[config.mk]
export PLATFORM = sky130hd
export DESIGN_NAME = uart_tx_dev
export DESIGN_NICKNAME = d
export VERILOG_FILES = /design/src/rtl/uart_tx_pkg.sv /design/src/rtl/fifo_sync.sv /design/src/rtl/uart_tx_dev.sv
export SDC_FILE = /design/constraint.sdc
export NUM_CORES = 1
export LEC_CHECK = 0
export ABC_AREA = 1
export BUFFER_PORTS_ARGS = -buffer_cell sky130_fd_sc_hd__buf_4
export CORE_ASPECT_RATIO = 0.8
export CORE_MARGIN = 5
export CORE_UTILIZATION = 52
export DETAILED_ROUTE_END_ITERATION = 7
export PLACE_DENSITY = 0.76
export SYNTH_ARGS = -nofsm -noshare
export SYNTH_HDL_FRONTEND = slang
export SYNTH_HIERARCHICAL = 1
export SYNTH_SLANG_ARGS = --single-unit
[constraint.sdc]
create_clock -name clk_i -period 2.5 [get_ports clk_i]
set_input_delay 0.5 -clock clk_i [delete_from_list [all_inputs] [get_ports clk_i]]
set_output_delay 0.5 -clock clk_i [all_outputs]
set_load 0.01 [all_outputs]
[src/rtl/uart_tx_pkg.sv]
// Shared types and constants for the bus-attached UART transmitter.
package uart_tx_pkg;

    // Transmit FSM states; IDLE is the only non-busy state.
    typedef enum logic [1:0] {
        IDLE  = 2'd0,
        START = 2'd1,
        DATA  = 2'd2,
        STOP  = 2'd3
    } uart_tx_state_e;

    // Register indices, decoded from device_addr_i[3:2].
    localparam logic [1:0] UART_TXDATA = 2'd0;
    localparam logic [1:0] UART_STATUS = 2'd1;
    localparam logic [1:0] UART_CTRL   = 2'd2;
    localparam logic [1:0] UART_LEVEL  = 2'd3;

    // STATUS register bit positions.
    localparam int STATUS_EMPTY    = 0;
    localparam int STATUS_FULL     = 1;
    localparam int STATUS_BUSY     = 2;
    localparam int STATUS_OVERFLOW = 3;

    // CTRL register bit positions.
    localparam int CTRL_IRQ_EN = 0;

    // Packs the STATUS word in its register layout.
    function automatic logic [31:0] status_word(input logic overflow, input logic busy,
                                                input logic full, input logic empty);
        return {28'b0, overflow, busy, full, empty};
    endfunction

endpackage

[src/rtl/fifo_sync.sv]
// First-word-fall-through synchronous FIFO; pushes into a full FIFO and
// pops from an empty one are ignored.
module fifo_sync #(
    parameter int Width = 8,
    parameter int Depth = 16
) (
    input  logic                     clk_i,
    input  logic                     rst_i,
    input  logic                     push,
    input  logic [Width-1:0]         wdata,
    output logic                     full,
    input  logic                     pop,
    output logic [Width-1:0]         rdata,
    output logic                     empty,
    output logic [$clog2(Depth):0]   count
);
    localparam int PtrW = $clog2(Depth);
    localparam int CntW = PtrW + 1;

    logic [Width-1:0] mem [Depth];
    logic [PtrW-1:0]  wr_ptr;
    logic [PtrW-1:0]  rd_ptr;
    logic             do_push;
    logic             do_pop;

    // Fullness comes from the registered count, so a same-cycle pop never
    // makes room for a push.
    assign full    = (count == CntW'(Depth));
    assign empty   = (count == '0);
    assign do_push = push & ~full;
    assign do_pop  = pop & ~empty;
    assign rdata   = mem[rd_ptr];

    // Storage array; contents need no reset because count guards every read.
    always_ff @(posedge clk_i) begin
        if (do_push) begin
            mem[wr_ptr] <= wdata;
        end
    end

    // Pointers wrap naturally at the power-of-two depth; count tracks occupancy.
    always_ff @(posedge clk_i) begin
        if (rst_i) begin
            wr_ptr <= '0;
            rd_ptr <= '0;
            count  <= '0;
        end else begin
            if (do_push) begin
                wr_ptr <= wr_ptr + 1'b1;
            end
            if (do_pop) begin
                rd_ptr <= rd_ptr + 1'b1;
            end
            count <= count + CntW'(do_push) - CntW'(do_pop);
        end
    end

endmodule

[src/rtl/uart_tx_dev.sv]
// Bus-attached 8N1 UART transmitter: register block, TX FIFO and a serialiser
// FSM whose line output is registered from the next state.
module uart_tx_dev
    import uart_tx_pkg::*;
#(
    parameter int ClockFrequency = 50_000_000,
    parameter int BaudRate       = 115_200,
    parameter int FifoDepth      = 16
) (
    input  logic        clk_i,
    input  logic        rst_i,
    input  logic        device_req_i,
    input  logic [31:0] device_addr_i,
    input  logic        device_we_i,
    input  logic [3:0]  device_be_i,
    input  logic [31:0] device_wdata_i,
    output logic        device_rvalid_o,
    output logic [31:0] device_rdata_o,
    output logic        uart_tx_o,
    output logic        uart_irq_o
);
    localparam int ClkPerBit = ClockFrequency / BaudRate;
    localparam int BaudW     = $clog2(ClkPerBit);
    localparam int CntW      = $clog2(FifoDepth) + 1;
    localparam logic [BaudW-1:0] BaudLast = BaudW'(ClkPerBit - 1);

    // Bus decode
    logic [1:0]  reg_idx;
    logic        wr_lo;
    logic        push;
    logic        ovf_clr;
    logic        ctrl_wr;
    logic [31:0] rdata_d;

    // Register state
    logic overflow_q;
    logic irq_en_q;

    // FIFO interface
    logic            pop;
    logic [7:0]      fifo_rdata;
    logic            fifo_full;
    logic            fifo_empty;
    logic [CntW-1:0] fifo_count;

    // Serialiser state
    uart_tx_state_e   state_q, state_d;
    logic [7:0]       shift_q, shift_d;
    logic [2:0]       bit_cnt_q, bit_cnt_d;
    logic [BaudW-1:0] baud_cnt_q, baud_cnt_d;
    logic             baud_end;
    logic             tx_d;
    logic             busy;

    // Bus bits that the register map never looks at.
    logic unused_bus_bits;
    assign unused_bus_bits = ^{device_addr_i[31:4], device_addr_i[1:0],
                               device_be_i[3:1], device_wdata_i[31:8]};

    assign reg_idx = device_addr_i[3:2];
    assign wr_lo   = device_req_i & device_we_i & device_be_i[0];
    assign push    = wr_lo & (reg_idx == UART_TXDATA);
    assign ovf_clr = wr_lo & (reg_idx == UART_STATUS) & device_wdata_i[STATUS_OVERFLOW];
    assign ctrl_wr = wr_lo & (reg_idx == UART_CTRL);

    assign busy     = (state_q != IDLE);
    assign baud_end = (baud_cnt_q == BaudLast);

    fifo_sync #(
        .Width (8),
        .Depth (FifoDepth)
    ) u_fifo (
        .clk_i (clk_i),
        .rst_i (rst_i),
        .push  (push),
        .wdata (device_wdata_i[7:0]),
        .full  (fifo_full),
        .pop   (pop),
        .rdata (fifo_rdata),
        .empty (fifo_empty),
        .count (fifo_count)
    );

    // Overflow flag (set beats clear) and the interrupt enable.
    always_ff @(posedge clk_i) begin
        if (rst_i) begin
            overflow_q <= 1'b0;
            irq_en_q   <= 1'b0;
        end else begin
            if (push && fifo_full) begin
                overflow_q <= 1'b1;
            end else if (ovf_clr) begin
                overflow_q <= 1'b0;
            end
            if (ctrl_wr) begin
                irq_en_q <= device_wdata_i[CTRL_IRQ_EN];
            end
        end
    end

    // Read mux from this cycle's address and state; writes return zero.
    always_comb begin
        rdata_d = '0;
        if (device_req_i && !device_we_i) begin
            case (reg_idx)
                UART_STATUS: rdata_d = status_word(overflow_q, busy, fifo_full, fifo_empty);
                UART_CTRL:   rdata_d = {31'b0, irq_en_q};
                UART_LEVEL:  rdata_d = 32'(fifo_count);
                default:     rdata_d = '0;
            endcase
        end
    end

    // Bus response and interrupt are registered one cycle behind their sources.
    always_ff @(posedge clk_i) begin
        if (rst_i) begin
            device_rvalid_o <= 1'b0;
            device_rdata_o  <= '0;
            uart_irq_o      <= 1'b0;
        end else begin
            device_rvalid_o <= device_req_i;
            device_rdata_o  <= rdata_d;
            uart_irq_o      <= irq_en_q & fifo_empty & ~busy;
        end
    end

    // Serialiser next-state logic; the line level is derived from the next
    // state so the registered output lines up with the state it belongs to.
    always_comb begin
        state_d    = state_q;
        shift_d    = shift_q;
        bit_cnt_d  = bit_cnt_q;
        baud_cnt_d = baud_cnt_q;
        pop        = 1'b0;
        tx_d       = 1'b1;
        case (state_q)
            IDLE: begin
                if (!fifo_empty) begin
                    pop        = 1'b1;
                    shift_d    = fifo_rdata;
                    bit_cnt_d  = '0;
                    baud_cnt_d = '0;
                    state_d    = START;
                end
            end
            START: begin
                if (baud_end) begin
                    baud_cnt_d = '0;
                    state_d    = DATA;
                end else begin
                    baud_cnt_d = baud_cnt_q + 1'b1;
                end
            end
            DATA: begin
                if (baud_end) begin
                    baud_cnt_d = '0;
                    shift_d    = {1'b0, shift_q[7:1]};
                    bit_cnt_d  = bit_cnt_q + 1'b1;
                    if (bit_cnt_q == 3'd7) begin
                        state_d = STOP;
                    end
                end else begin
                    baud_cnt_d = baud_cnt_q + 1'b1;
                end
            end
            STOP: begin
                if (baud_end) begin
                    baud_cnt_d = '0;
                    state_d    = IDLE;
                end else begin
                    baud_cnt_d = baud_cnt_q + 1'b1;
                end
            end
            default: state_d = IDLE;
        endcase
        case (state_d)
            START:   tx_d = 1'b0;
            DATA:    tx_d = shift_d[0];
            default: tx_d = 1'b1;
        endcase
    end

    // Serialiser registers; reset drops any frame in flight and idles the line.
    always_ff @(posedge clk_i) begin
        if (rst_i) begin
            state_q    <= IDLE;
            shift_q    <= '0;
            bit_cnt_q  <= '0;
            baud_cnt_q <= '0;
            uart_tx_o  <= 1'b1;
        end else begin
            state_q    <= state_d;
            shift_q    <= shift_d;
            bit_cnt_q  <= bit_cnt_d;
            baud_cnt_q <= baud_cnt_d;
            uart_tx_o  <= tx_d;
        end
    end

endmodule

* After elaboration in Yosys (flattened, before gate mapping)
Memory sizes are Yosys's and may differ from the RTL's. A register that Yosys moved wholly into a read port is not among the register bits.
Index checks and enable logic that the tools add are counted.
** Operators by class
- Mux-type cells :: 25
- $add $sub $neg :: 6
- Eq/ne operators :: 13
- Reduce and logical (&&, ||, !) cells :: 12
- Bitwise logic cells :: 14
** Operators with widths (number)
- $mux 9 :: 2
- $pmux 9 s2 :: 1
- $mux 8 :: 2
- $pmux 8 s2 :: 1
- $pmux 5 s3 :: 1
- $and 1x1->1 :: 10
- $eq 2x2->1 const B :: 5
- $mux 2 :: 5
- $add 9x1->9 const B :: 1
- $eq 9x9->1 const B :: 1
- $add 4x1->4 const B :: 2
- $mux 4 :: 2
- $pmux 2 s4 :: 1
- $eq 2x1->1 const B :: 3
- $mux 1 :: 6
- $mux 3 :: 2
- $pmux 3 s2 :: 1
- $reduce_bool 2->1 :: 3
- $add 5x1->5 :: 1
- $eq 5x5->1 const B :: 1
- $logic_not 5->1 :: 1
- $sub 5x1->5 :: 1
- $logic_not 2->1 :: 2
- $ne 2x2->1 const B :: 2
- other kinds (9) :: 13
** Storage, ports and cells
- Word-level logic and storage cells :: 85
- Input bits :: 72
- Bits in registers :: 72
- Output and inout bits :: 35
- RAM bits :: 128
- Memories kept :: 1
** Memory list
- u_fifo.mem :: depth 16, bits a word 8, read ports 1, clocked after Yosys merged registers in 1, write ports 1, line fifo_sync.sv:20 : logic [Width-1:0] mem [Depth];

* Depth between registers and ports, before layout
Gate-level depths: netlist of run 1.
- Depth in word-level cells :: 6
- Gate-level depth with buffers :: 18

* Modules after synthesis
Netlist of run 1, hierarchy kept.
** By module, submodules not included
- fifo_sync :: cells each 650, times used 1, area each 6432.4 um2
- uart_tx_dev :: cells each 230, times used 1, area each 1747.9 um2

* Least setup slack after synthesis of run 1
No wires, ideal clock.
- Path kind :: register to register
- Start point :: register u_fifo.count[3]
- End point :: register u_fifo.count[4]
- Data required time :: 2387 ps
- Path buffers :: 1
- Setup time :: 113 ps
- Slack :: -33 ps
- Cell stages (with the launch flop) :: 19
- Arrival :: 2420 ps
- Path through :: dfxtp_1 > inv_1 > ha_1 > nand4_1 > inv_1 > nor2_2 > buf_6 > nand2_1 > inv_1 > ha_1 > inv_1 > ha_1 > fa_1 > nand2_1 > a21oi_1 > nor2_1 > nand2_1 > nand2_1 > nor2_1
** On the way
- Word-level cells in the longest chain between the ends :: 5
- Elaborated cells between the ends (all ways) :: 10
- Those cells by class :: add/sub: 2; eq/ne: 1; mux: 2; bitwise: 4; reduce/logical: 1
** RTL lines
- start: declaration :: line fifo_sync.sv:15 : output logic [$clog2(Depth):0] count
- start signal: assignment :: line fifo_sync.sv:54 : count <= count + CntW'(do_push) - CntW'(do_pop);
- $logic_not 5->1 :: line fifo_sync.sv:29 : assign empty = (count == '0);
- named net fifo_empty :: line uart_tx_dev.sv:43 : logic fifo_empty;
- $mux 1 :: line uart_tx_dev.sv:138 : if (!fifo_empty) begin
- $mux 1 :: line uart_tx_dev.sv:136 : case (state_q)
- named net pop :: line uart_tx_dev.sv:40 : logic pop;
- $and 1x1->1 :: line fifo_sync.sv:31 : assign do_pop = pop & ~empty;
- $sub 5x1->5 :: line fifo_sync.sv:54
The timed path passes the listed nets, and every way through them passes these cells.
A chain may end at the register's enable or synchronous reset.

* Worst setup path after layout of run 1
- Start point :: register u_fifo.count[3]
- End point :: register u_fifo.count[4]
** On the way
- Word-level cells in the longest chain between the ends :: 5
- Elaborated cells between the ends (all ways) :: 10
- Those cells by class :: add/sub: 2; eq/ne: 1; mux: 2; bitwise: 4; reduce/logical: 1
** RTL lines (line)
- $eq 5x5->1 or $logic_not 5->1 (tied branches) :: fifo_sync.sv:28, fifo_sync.sv:29
- $not 1->1 or $mux 1 (tied branches) :: fifo_sync.sv:30, uart_tx_dev.sv:138
- $and 1x1->1 or $mux 1 (tied branches) :: fifo_sync.sv:30, uart_tx_dev.sv:136
- $add 5x1->5 or $and 1x1->1 (tied branches) :: fifo_sync.sv:54, fifo_sync.sv:31
- $sub 5x1->5 (*) :: fifo_sync.sv:54
Mark *: on every way between the ends. The rest lies on a longest branch, timed or not.

==> results of run 1 <==
[per-layer routing]
layer | GRT usage | up-vias | part of all wire
met5 | 0 | - | 0
met4 | 0.0720 | 0 | 0.015
met3 | 0.0435 | 19 | 0.081
met2 | 0.305 | 205 | 0.47
met1 | 0.250 | 2695 | 0.43
li1 | - | 2854 | -
[cells by family (layout without fill, tap and decap cells)]
logic type / Yosys count / count (layout) / share of synthesized area
flip-flops: 177 / 177 / 0.590
other: 1 / 27 / 0.000458
AO/OA/AOI/OAI: 47 / 47 / 0.0332
AND/OR/NAND/NOR: 435 / 435 / 0.230
XOR/XNOR: 6 / 6 / 0.00643
adder cells (fa/ha/maj): 16 / 16 / 0.0254
buffers and inverters: 198 / 228 / 0.115
[state kept, by name, summed over array words and instances, names as in the netlist, named ones only]
signal,flops
u_fifo/count,5
irq_en_q,1
shift_q,8
baud_cnt_q,9
device_rdata_o,5
bit_cnt_q,3
u_fifo/rd_ptr,4
overflow_q,1
state_q,2
uart_irq_o,1
uart_tx_o,1
device_rvalid_o,1
u_fifo/wr_ptr,4
u_fifo/mem,128
[cells in the mapped netlist (2+ instances only)]
| library cell | number |
|---|---|
| xnor2_1 | 3 |
| nor2_4 | 4 |
| clkbuf_1 | 2 |
| xor2_1 | 3 |
| nor2_1 | 49 |
| a22oi_1 | 4 |
| inv_1 | 138 |
| nand4_1 | 3 |
| nor2_2 | 2 |
| o21ai_0 | 11 |
| a21oi_1 | 25 |
| nand3_1 | 116 |
| a31oi_1 | 3 |
| buf_6 | 9 |
| nor3_1 | 3 |
| ha_1 | 15 |
| nand2_1 | 248 |
| buf_4 | 30 |
| nand2_4 | 2 |
| nand2_2 | 4 |
| edfxtp_1 | 128 |
| inv_2 | 5 |
| dfxtp_1 | 49 |
| buf_2 | 13 |
[stage by stage]
stage,instances,power [mW],setup WS (ns),setup TNS [ns]
finish,1151,8.16,0.177,0
global route,1151,8.63,-0.000587,-0.000587
CTS,1149,8.11,0.0637,0
detailed placement,1117,5.61,0.0137,0
global placement,1117,5.54,0.0670,0
floorplan,906,5.14,0.0187,0
[cell usage in the layout, fill, tap and decap left out, types with 4 or more instances in the layout]
cell type     n
a21oi_1      25
nand2_2       5
nor2_4        4
edfxtp_1    128
clkinvlp_4    4
clkbuf_16    17
o21ai_0      11
nand3_1     116
nand2_1     246
buf_4        50
dfxtp_1      46
inv_1       133
ha_1         13
a22oi_1       4
conb_1       27
inv_2        10
clkinv_4      4
nor2_1       49
[cell type report]
cell class	instances	area, µm²	area share
Sequential cell	177	4830	0.527
Multi-Input combinational cell	531	2540	0.277
Inverter	144	543	0.0593
Clock buffer	18	429	0.0469
Timing Repair Buffer	52	415	0.0454
Tap cell	215	269	0.0294
Clock inverter	14	131	0.0144
[critical path, stage by stage, from the launching register on]
cell and delay, ns:
dfxtp_2 0.34, inv_2 0.08, ha_4 0.13, nand4_1 0.12, buf_4 0.18, nand2_4 0.07, inv_2 0.05, ha_1 0.26
inv_1 0.04, ha_2 0.18, fa_2 0.37, nand2_2 0.07, a21oi_1 0.06, nor2_1 0.13, nand2_1 0.07, nand2_1 0.05
nor2_1 0.04
[worst min-delay path by stage]
| stage | from | endpoint | slack, ns | cells past startpoint |
|---|---|---|---|---|
| final | device_req_i | device_rvalid_o | 0.30 | 3 |
| after global routing | device_req_i | device_rvalid_o | 0.33 | 3 |
| after CTS | device_req_i | device_rvalid_o | 0.29 | 3 |
| after detailed placement | shift_q[7] | shift_q[7] | 0.45 | 2 |
| after global placement | shift_q[7] | shift_q[7] | 0.45 | 2 |
| after floorplan | shift_q[7] | shift_q[7] | 0.44 | 2 |
[power groups by stage]
stage | clock (mW) | sequential [mW] | combinational, mW
6_report | 2.50 | 3.44 | 2.22
5_1_grt | 2.68 | 3.45 | 2.50
4_1_cts | 2.54 | 3.43 | 2.14
3_5_place_dp | 0 | 3.49 | 2.12
3_3_place_gp | 0 | 3.48 | 2.06
2_1_floorplan | 0 | 3.46 | 1.68
[what timing repair did]
item / in CTS / in global routing
setup endpoints to repair: 0 / 1
resized for setup: 0 / 10
buffers inserted: 0 / 2
==> summary.md, run 1 <==
| Metric | Value |
|---|---|
| Status | completed |
| Power per cell area | 892 nW/µm² |
| Drt drc | 0 |
| Final Util | 0.587 |
| Final Instance Area | 9160 µm² |
| Antenna Violating Nets Remaining | 0 |
| Worst R2R Path Depth | 16 |
| Switching Share | 0.331 |
| Number of I/O pins | 107 |
| Reg-to-reg endpoint | u_fifo/count[4] |
| Syn-to-layout area delta | 11.9% |
| Die Wd | 150 µm |
| First-pass GRT wire length | 26200 µm |
| Post-Route WL | 16800 µm |
| Mapped Cells | 880 |
| Worst reg2reg startpoint | u_fifo/count[3] |
| WL/cell | 14.6 µm |
| CTS tree | done |
| Num CTS Buffers | 17 |
| Antenna violations before repair | 0 |
| Die ar. | 18400 µm² |
| FF-to-FF setup slack | 0.18 ns |
| H-tree Lvls | 4 |
| Critical Path End | u_fifo/count[4] |
| Layout fillers | 1278 |
| Critical Path End Type | register |
| CP max FO | 4 |
| Slew HR | 0.559 |
| Register bit total from synthesis | 177 |
| DR pass1 iterations | 5 |
| Total Nets Final | 1011 |
| Max-cap violations | 0 |
| Post-DP HPWL | 10800 µm |
| Worst skew pair latency | 0.43 ns |
| Ys async rst share | 0 |
| Clk slew on worst S/H paths | 0.06 ns |
| Max Clock Skew | 0.00911 ns |
| Seq/Total Area, Yosys | 0.590 |
| Internal Power | 5.46 mW |
| Min Tclk post-route | 2.32 ns |
| Share of cells above drive strength 1 | 0.124 |
| Post-CTS Hold Fix Bufs | 0 |
| Seq pwr share | 0.421 |
| GRT overflow | 0 |
| Initial Util | 0.525 |
| Gate power share | 0.272 |
| Leak | 4.03 nW |
| DR iter-0 viols | 538 |
| Synth top area share | 0.470 |
| Cell Area, Synth | 8180 µm² |
| Num rows | 41 |
| Synth area leaders | edfxtp_1, dfxtp_1, nand2_1 |
| Final Setup Violations | 0 |
| Synth area leader | edfxtp_1 |
| Tcrit/Tclk final | 0.929 |
| CTS max path bufs | 2 |
| Slew @ Worst Pin | 0.660 ns |
| Max Fclk | 430 MHz |
| Worst Hold Class | primary input to register |
| Peak supply drop | 0.559 mV |
| Psw | 2.70 mW |
| Die Ht | 122 µm |
| Worst Path Arrival | 2.65 ns |
| DP Area | 8560 µm² |
| Number of antenna diodes | 0 |
| Final Hold Viols | 0 |
| Vias per cell | 5.02 |
| Slew Limit Fails | 0 |
| Routability cong. | 0.829 |
| Critical path class | register to register |
| Count of cell types in the netlist | 35 |
| Req. time, crit path | 2.83 ns |
| Crit path from | u_fifo/count[3] |
| Yosys Warn Count | 6 |
| I/O Buffers | 22 |
| Vias | 5773 |
| Main synth FF type | edfxtp_1 |
| Clock root buffer | clkbuf_16 |
| Largest net degree at the start of global routing | 65 |
| Avg Inst Size Synth | 9.30 µm² |
| CTS sink cnt | 177 |
| Vias in the first global route | 5239 |
| Crit start category | register |
| Number of synthesized flops with an enable pin | 128 |
| Clk pwr share | 0.307 |
| Gr usage total | 0.189 |
| Placeable core area | 15600 µm² |
| Hold slack | 0.302 ns |
Power figures use the tool's default switching activity.
==> inputs of run 2 (changes only) <==
- CORE_ASPECT_RATIO: 0.8 -> 1.2
==> summary.md, run 2 (same netlist as run 1, synthesis figures left out) <==
| Metric | Value |
|---|---|
| Met1 usage | 0.226 (-0.0240) |
| Number of I/O pins | 107 (unchanged) |
| First-pass GRT wire length | 26700 µm (+2.0%) |
| CP max FO | 4 (unchanged) |
| Die Ht | 147 µm (+21%) |
| Tcrit/Tclk final | 0.943 (+0.0140) |
| Syn-to-layout area delta | 11.5% |
| Pre-CTS setup slack | 0.0269 ns (+0.0132 ns) |
| Peak supply drop | 0.808 mV (+45%) |
| Power per cell area | 891 nW/µm² (about the same) |
| Most common cell after layout, fill and taps aside | nand2_1 |
| FF-to-FF setup slack | 0.14 ns (-0.04 ns) |
| Vias in the first global route | 5552 (+6.0%) |
| Worst reg2reg startpoint | u_fifo/count[3] |
| Drt drc | 0 (unchanged) |
| Placeable core area | 15500 µm² (-0.51%) |
| H-tree Lvls | 4 (unchanged) |
| CTS tree | done |
| Switching Share | 0.330 (-0.00102) |
| GR peak layer | met2 |
| Slew HR | 0.552 (-0.00668) |
| Met2 Resource Use GR | 0.311 (+0.00595) |
| Bufs and invs on worst path | 4 (unchanged) |
| Clock root buffer | clkbuf_16 |
| Initial Util | 0.527 (+0.00271) |
| DR iter-0 viols | 504 (-6.3%) |
| Vias per cell | 5.04 (+0.49%) |
| DR pass1 iterations | 5 (unchanged) |
| Final Instance Area | 9120 µm² (-0.41%) |
| Antenna Violating Nets Remaining | 0 (unchanged) |
| Fin Setup TNS | 0 ns (unchanged) |
| Routability cong. | 0.836 (+0.84%) |
| Worst Hold Depth | 3 (unchanged) |
| CTS max path bufs | 2 (unchanged) |
| WL/cell | 14.3 µm (-1.8%) |
| Cells along the critical path | inv_1 -> ha_2 -> nand4_1 -> buf_4 -> nand2_4 -> inv_2 -> ha_1 -> inv_1 -> ha_2 -> fa_2 -> nand2_2 -> a21oi_1 -> nor2_1 -> nand2_1 -> nand2_1 -> nor2_1 |
| Gr usage total | 0.182 (-0.00707) |
| Max-cap violations | 0 (unchanged) |
| Max Fclk | 424 MHz (-1.5%) |
| Psw | 2.68 mW (-0.81%) |
| Req. time, crit path | 2.82 ns (about the same) |
| Post-route worst setup slack | 0.142 ns (-0.0350 ns) |
| Post-DP HPWL | 10300 µm (-3.9%) |
| Grt met3 use | 0.0412 (-0.00231) |
| Clk slew on worst S/H paths | 0.07 ns (about the same) |
| Status | completed |
| Leak | 4.02 nW (about the same) |
| Final Setup Violations | 0 (unchanged) |
| Hold slack | 0.325 ns (+0.0236 ns) |
| Reg-to-reg endpoint | u_fifo/count[4] |
| RSZ-0062 raised after global routing | no |
| Seq pwr share | 0.423 (+0.002) |
| Max Clock Skew | 0.00592 ns (-0.00320 ns) |
| Largest register FFs | 128 (unchanged) |
| Min Tclk post-route | 2.36 ns (+0.0350 ns) |
| Critical path class | register to register |
| Die ar. | 18300 µm² (about the same) |
| Final Hold Viols | 0 (unchanged) |
| Slew @ Worst Pin | 0.670 ns (+0.0100 ns) |
| Num CTS Buffers | 17 (unchanged) |
| Internal Power | 5.44 mW (-0.35%) |
| Crit start category | register |
| Top flop regs | u_fifo/mem x128, baud_cnt_q x9, shift_q x8 |
| Hold wc startpoint | device_req_i |
| Largest net degree at the start of global routing | 65 (unchanged) |
| Post-Route WL | 16300 µm (-2.6%) |
| Total Nets Final | 1009 (-0.20%) |
| Delay-heaviest family, CP | adder cells |
| Number of antenna diodes | 0 (unchanged) |
| CTS sink cnt | 177 (unchanged) |
| Worst Hold Class | primary input to register |
| Hold EP | device_rvalid_o |
| GRT overflow | 0 (unchanged) |
| Vias | 5756 (-0.29%) |
| Slew Limit Fails | 0 (unchanged) |
| Worst skew pair latency | 0.42 ns (about the same) |
| Critical Path End Type | register |
| Worst stage delay on the critical path | 0.35 ns (-0.02 ns) |
| Clk pwr share | 0.304 (-0.003) |
| Most frequent cells in the layout | nand2_1, inv_1, edfxtp_1, nand3_1, nor2_1 |
| Worst R2R Path Depth | 16 (unchanged) |
| Die Wd | 124 µm (-17%) |
| CP max stage cell | fa_2 |
| Share of cells above drive strength 1 | 0.121 (-0.00295) |
| Antenna violations before repair | 0 (unchanged) |
| Gate power share | 0.272 (about the same) |
| Worst Path Arrival | 2.68 ns (+0.03 ns) |
| Num rows | 50 (+22%) |
| DP Area | 8540 µm² (-0.28%) |
| I/O Buffers | 22 (unchanged) |
| Most flops, register | u_fifo/mem |
run 2: cell types whose count changed in the layout (fill, tap and decap cells not counted):
cell / previous run / this run
inv_6: 2 / 5
dfxtp_2: 3 / 2
clkinv_1: 2 / 1
inv_1: 133 / 135
clkbuf_1: 1 / 0
buf_4: 50 / 48
ha_2: 1 / 2
inv_2: 10 / 8
clkinv_4: 4 / 2
clkinvlp_4: 4 / 3
inv_8: 1 / 0
dfxtp_1: 46 / 47
ha_4: 1 / 0
clkinv_2: 0 / 3
run 2: worst max path at each step:
stage	startpoint	endpoint	depth (start not counted)
after floorplan	u_fifo/count[3]	u_fifo/count[4]	18
after global placement	device_we_i	u_fifo/count[4]	14
after detailed placement	device_we_i	u_fifo/count[4]	14
after CTS	u_fifo/count[2]	u_fifo/count[4]	17
after global routing	u_fifo/count[2]	u_fifo/count[4]	16
final	u_fifo/count[3]	u_fifo/count[4]	16
run 2: timing repair:
item | in CTS | in global routing
endpoints found under the setup margin | 0 | 1
hold buffers | 0 | 0
resized for setup | 0 | 6
setup buffers | 0 | 2
run 2: layout make-up:
cell class / count / area, µm²
clock buffers: 17 / 425
clock inverters: 15 / 133
fillers: 1311 / 6400
inverters: 144 / 543
multi-input cells: 531 / 2530
flip-flops and latches: 177 / 4830
well taps: 208 / 260
repair buffers: 50 / 400
run 2: layer usage:
layer	wire [µm]	part of all wire
met5	0	0
met4	357	0.022
met1	6780	0.41
met3	1150	0.070
met2	8070	0.49
run 2: power by group through the flow:
stage / sequential (mW) / combinational (mW) / clock (mW)
after floorplan: 3.46 / 1.68 / 0
after global placement: 3.49 / 2.08 / 0
after detailed placement: 3.49 / 2.13 / 0
after CTS: 3.43 / 2.14 / 2.50
after global routing: 3.46 / 2.46 / 2.65
final: 3.44 / 2.21 / 2.47
run 2: worst reg2reg max path: cells and delay by family, from the launching register on:
family | cells | cell delay, ns
simple gates | 7 | 0.56
flops | 1 | 0.31
compound gates | 1 | 0.06
fa+ha+maj | 4 | 0.98
buf+inv | 4 | 0.34
run 2: metrics by stage:
step / util / std cells / total power, mW
finish: 0.588 / 1142 / 8.12
global route: 0.588 / 1142 / 8.58
CTS: 0.586 / 1140 / 8.08
detailed placement: 0.550 / 1108 / 5.62
global placement: 0.550 / 1108 / 5.57
floorplan: - / 906 / 5.14
==> inputs of run 3 (changes only) <==
- GPL_ROUTABILITY_DRIVEN: default -> 0
- MAX_ROUTING_LAYER: default -> met4
- SYNTH_HIERARCHICAL: 1 -> default
==> summary.md, run 3 <==
| Metric | Value |
|---|---|
| Crit start category | register |
| Num CTS Buffers | 17 (unchanged) |
| Compound-gate portion of the synthesized area | 0.103 (+0.0695) |
| Cell Area, Synth | 7700 µm² (-5.9%) |
| Drt drc | 0 (unchanged) |
| Post-DP HPWL | 10800 µm (+4.7%) |
| Post-CTS Hold Fix Bufs | 0 (unchanged) |
| Most frequent cells in the layout | nor2_1, edfxtp_1, nand2_1, o21ai_0, inv_1 |
| Status | completed |
| Max Clock Skew | 0.0134 ns (+0.00747 ns) |
| Switching Share | 0.323 (-0.00694) |
| Tcrit/Tclk final | 0.931 (-0.0120) |
| Vias per cell | 5.33 (+5.7%) |
| Gate power share | 0.270 (-0.002) |
| Clock root buffer | clkbuf_16 |
| Slew Limit Fails | 0 (unchanged) |
| Post-Route WL | 16200 µm (-0.62%) |
| Num rows | 48 (-4.0%) |
| Power per cell area | 937 nW/µm² (+5.1%) |
| Slew @ Worst Pin | 0.610 ns (-0.0607 ns) |
| Cts repair resizes | 0 (unchanged) |
| FF-to-FF setup slack | 0.17 ns (+0.03 ns) |
| Top flop regs | u_fifo.mem x128, baud_cnt_q x9, shift_q x8 |
| Worst Path Arrival | 2.63 ns (-0.05 ns) |
| Number of synthesized flops with an enable pin | 128 (unchanged) |
| Internal Power | 5.48 mW (+0.65%) |
| Vias in the first global route | 5223 (-5.9%) |
| First-pass GRT wire length | 26300 µm (-1.7%) |
| Pwr Total | 8.09 mW (-0.38%) |
| Mux cell area share after synthesis | 0 (unchanged) |
| Min Tclk post-route | 2.33 ns (-0.0299 ns) |
| Clk pwr share | 0.308 (+0.004) |
| Initial Util | 0.532 (+0.00481) |
| WL/cell | 16.3 µm (+14%) |
| Hold wc startpoint | device_req_i |
| Req. time, crit path | 2.80 ns (-0.02 ns) |
| DR pass1 iterations | 5 (unchanged) |
| Leak | 3.28 nW (-18%) |
| Simple-gate area share of the yosys netlist | 0.165 (-0.0648) |
| Seq pwr share | 0.422 (about the same) |
| Most flops, register | u_fifo.mem |
| Worst stage delay on the critical path | 0.41 ns (+0.06 ns) |
| Max Fclk | 430 MHz (+1.3%) |
| Worst Hold Class | primary input to register |
| Antenna violations before repair | 0 (unchanged) |
| CP max FO | 4 (unchanged) |
| Seq/Total Area, Yosys | 0.626 (+0.0367) |
| Total Nets Final | 874 (-13%) |
| Synth area leader | edfxtp_1 |
| Mapped Cells | 750 (-15%) |
| Setup repair bufs after CTS | 0 (unchanged) |
| CTS tree | done |
| Number of antenna diodes | 0 (unchanged) |
| Fin Setup TNS | 0 ns (unchanged) |
| Final Instance Area | 8640 µm² (-5.2%) |
| Register area | 4830 µm² (unchanged) |
| DR iter-0 viols | 530 (+5.2%) |
| DP Area | 8080 µm² (-5.4%) |
| Register bit total from synthesis | 177 (unchanged) |
| Ys async rst share | 0 (unchanged) |
| H-tree Lvls | 4 (unchanged) |
| Final Util | 0.597 (+0.00933) |
| Final Setup Violations | 0 (unchanged) |
| Number of I/O pins | 107 (unchanged) |
| Worst skew pair latency | 0.43 ns (about the same) |
| Psw | 2.61 mW (-2.5%) |
| Most common cell after layout, fill and taps aside | nor2_1 |
| Multi-input gate area | 2400 µm² (-4.9%) |
| Placeable core area | 14500 µm² (-6.7%) |
| Critical Path End Type | register |
| Critical path class | register to register |
| Clk slew on worst S/H paths | 0.06 ns (about the same) |
| Vias | 5316 (-7.6%) |
| Delay-heaviest family, CP | adder cells |
| Largest net degree at the start of global routing | 66 (+1.5%) |
| CP max stage cell | fa_1 |
| Count of cell types in the netlist | 39 (+11%) |
| Die Wd | 121 µm (-2.7%) |
| Reg-to-reg endpoint | u_fifo.count[4] |
| GRT overflow | 0 (unchanged) |
| I/O Buffers | 22 (unchanged) |
| Hold slack | 0.320 ns (-0.00481 ns) |
| Avg Inst Size Synth | 10.3 µm² (+10%) |
| Max-cap violations | 0 (unchanged) |
| Largest register FFs | 128 (unchanged) |
| Synth Area in XOR/XNOR | 0.00455 (-0.00187) |
| Yosys Warn Count | 0 (-6) |
| Die Ht | 143 µm (-2.8%) |
| Synth top area share | 0.499 (+0.0292) |
| Worst reg2reg startpoint | u_fifo.count[3] |
| Final Hold Viols | 0 (unchanged) |
| CTS sink cnt | 177 (unchanged) |
| CTS max path bufs | 2 (unchanged) |
| Main combinational cell family by area after synthesis | simple AND/OR/NAND/NOR gates |
| Top post-synthesis cells by count | nor2_1, edfxtp_1, nand2_1 |
| Adder-Cell Fraction of Synth Area | 0.0253 (-0.0000448) |
| Gr usage total | 0.204 (+0.0220) |
| Peak supply drop | 0.626 mV (-23%) |
| Antenna Violating Nets Remaining | 0 (unchanged) |
| Worst R2R Path Depth | 16 (unchanged) |
| Share of cells above drive strength 1 | 0.130 (+0.00934) |
| Cells along the critical path | inv_1 -> ha_1 -> nand2_1 -> nor2_2 -> nand2_1 -> nand2_2 -> nor2_4 -> inv_1 -> nand2_1 -> ha_1 -> inv_1 -> fa_1 -> nor3_2 -> a211oi_1 -> o21ai_1 -> a21oi_1 |
| Layout fillers | 1165 (-11%) |
| Synth area leaders | edfxtp_1, dfxtp_1, nor2_1 |
| Most frequent cell after synthesis | nor2_1 |
| Die ar. | 17400 µm² (-5.4%) |
| Slew HR | 0.593 (+0.0405) |
| Main synth FF type | edfxtp_1 |
| Bufs and invs on worst path | 3 (-1) |
| Syn-to-layout area delta | 12.2% |
| Hold EP | device_rvalid_o |
| Worst Hold Depth | 3 (unchanged) |
[run 3: cell count changes after synthesis, moves of 6 or more]
cell / before / now
a21oi_1: 25 / 33
buf_6: 9 / 3
clkbuf_1: 2 / 9
inv_1: 138 / 50
nand2_1: 248 / 100
nand3_1: 116 / 41
nor2_1: 49 / 132
o211ai_1: 0 / 23
o21ai_0: 11 / 52
o21ai_1: 0 / 22
[run 3: worst reg2reg max path: cells and delay by family (launching register included)]
| family | cells | cell delay (ns) |
|---|---|---|
| adder cells (fa/ha/maj) | 3 | 0.77 |
| AND/OR/NAND/NOR | 7 | 0.64 |
| flip-flops | 1 | 0.36 |
| AO/OA/AOI/OAI | 3 | 0.25 |
| buffers and inverters | 3 | 0.20 |
[run 3: worst max-delay path by stage]
stage	cells past startpoint	endpoint	startpoint	slack [ns]
floorplan	16	u_fifo.count[4]	u_fifo.count[2]	0.24
global placement	12	u_fifo.count[4]	device_we_i	0.12
detailed placement	16	u_fifo.count[4]	u_fifo.count[2]	0.01
CTS	16	u_fifo.count[4]	u_fifo.count[2]	0.002
global route	16	u_fifo.count[4]	u_fifo.count[3]	-0.0005
finish	16	u_fifo.count[4]	u_fifo.count[3]	0.17
[run 3: layer usage]
metal	vias up	track usage	routed length [µm]
met5	-	-	0
met4	0	0.0794	329
met3	32	0.0390	949
met2	186	0.349	8590
met1	2527	0.237	6370
li1	2571	-	-
[run 3: through the flow]
| step | cells | setup slack [ns] |
|---|---|---|
| after floorplan | 776 | 0.238 |
| after CTS | 998 | 0.00177 |
| after global placement | 968 | 0.122 |
| final | 998 | 0.172 |
| after detailed placement | 968 | 0.0136 |
| after global routing | 998 | -0.000469 |
[run 3: power groups by stage]
| stage | combinational [mW] | sequential [mW] | clock (mW) |
|---|---|---|---|
| 4_1_cts | 2.15 | 3.41 | 2.53 |
| 5_1_grt | 2.45 | 3.43 | 2.65 |
| 3_5_place_dp | 2.12 | 3.47 | 0 |
| 6_report | 2.18 | 3.42 | 2.50 |
| 3_3_place_gp | 2.04 | 3.46 | 0 |
| 2_1_floorplan | 1.60 | 3.45 | 0 |
[run 3: cell type report]
cell class,instances,share of cell area
repair buffers,47,0.0437
clock buffers,20,0.0505
inverters,61,0.0266
flip-flops and latches,177,0.559
well taps,200,0.0290
clock inverters,10,0.0133
multi-input cells,483,0.278
[run 3: cells by family (layout without fill, tap and decap cells)]
| logic type | count (synthesis) | count (layout) |
|---|---|---|
| compound gates | 141 | 141 |
| xor+xnor | 4 | 4 |
| fa+ha+maj | 15 | 15 |
| buf+inv | 116 | 138 |
| flops | 177 | 177 |
| other cells | 1 | 27 |
| simple gates | 296 | 296 |
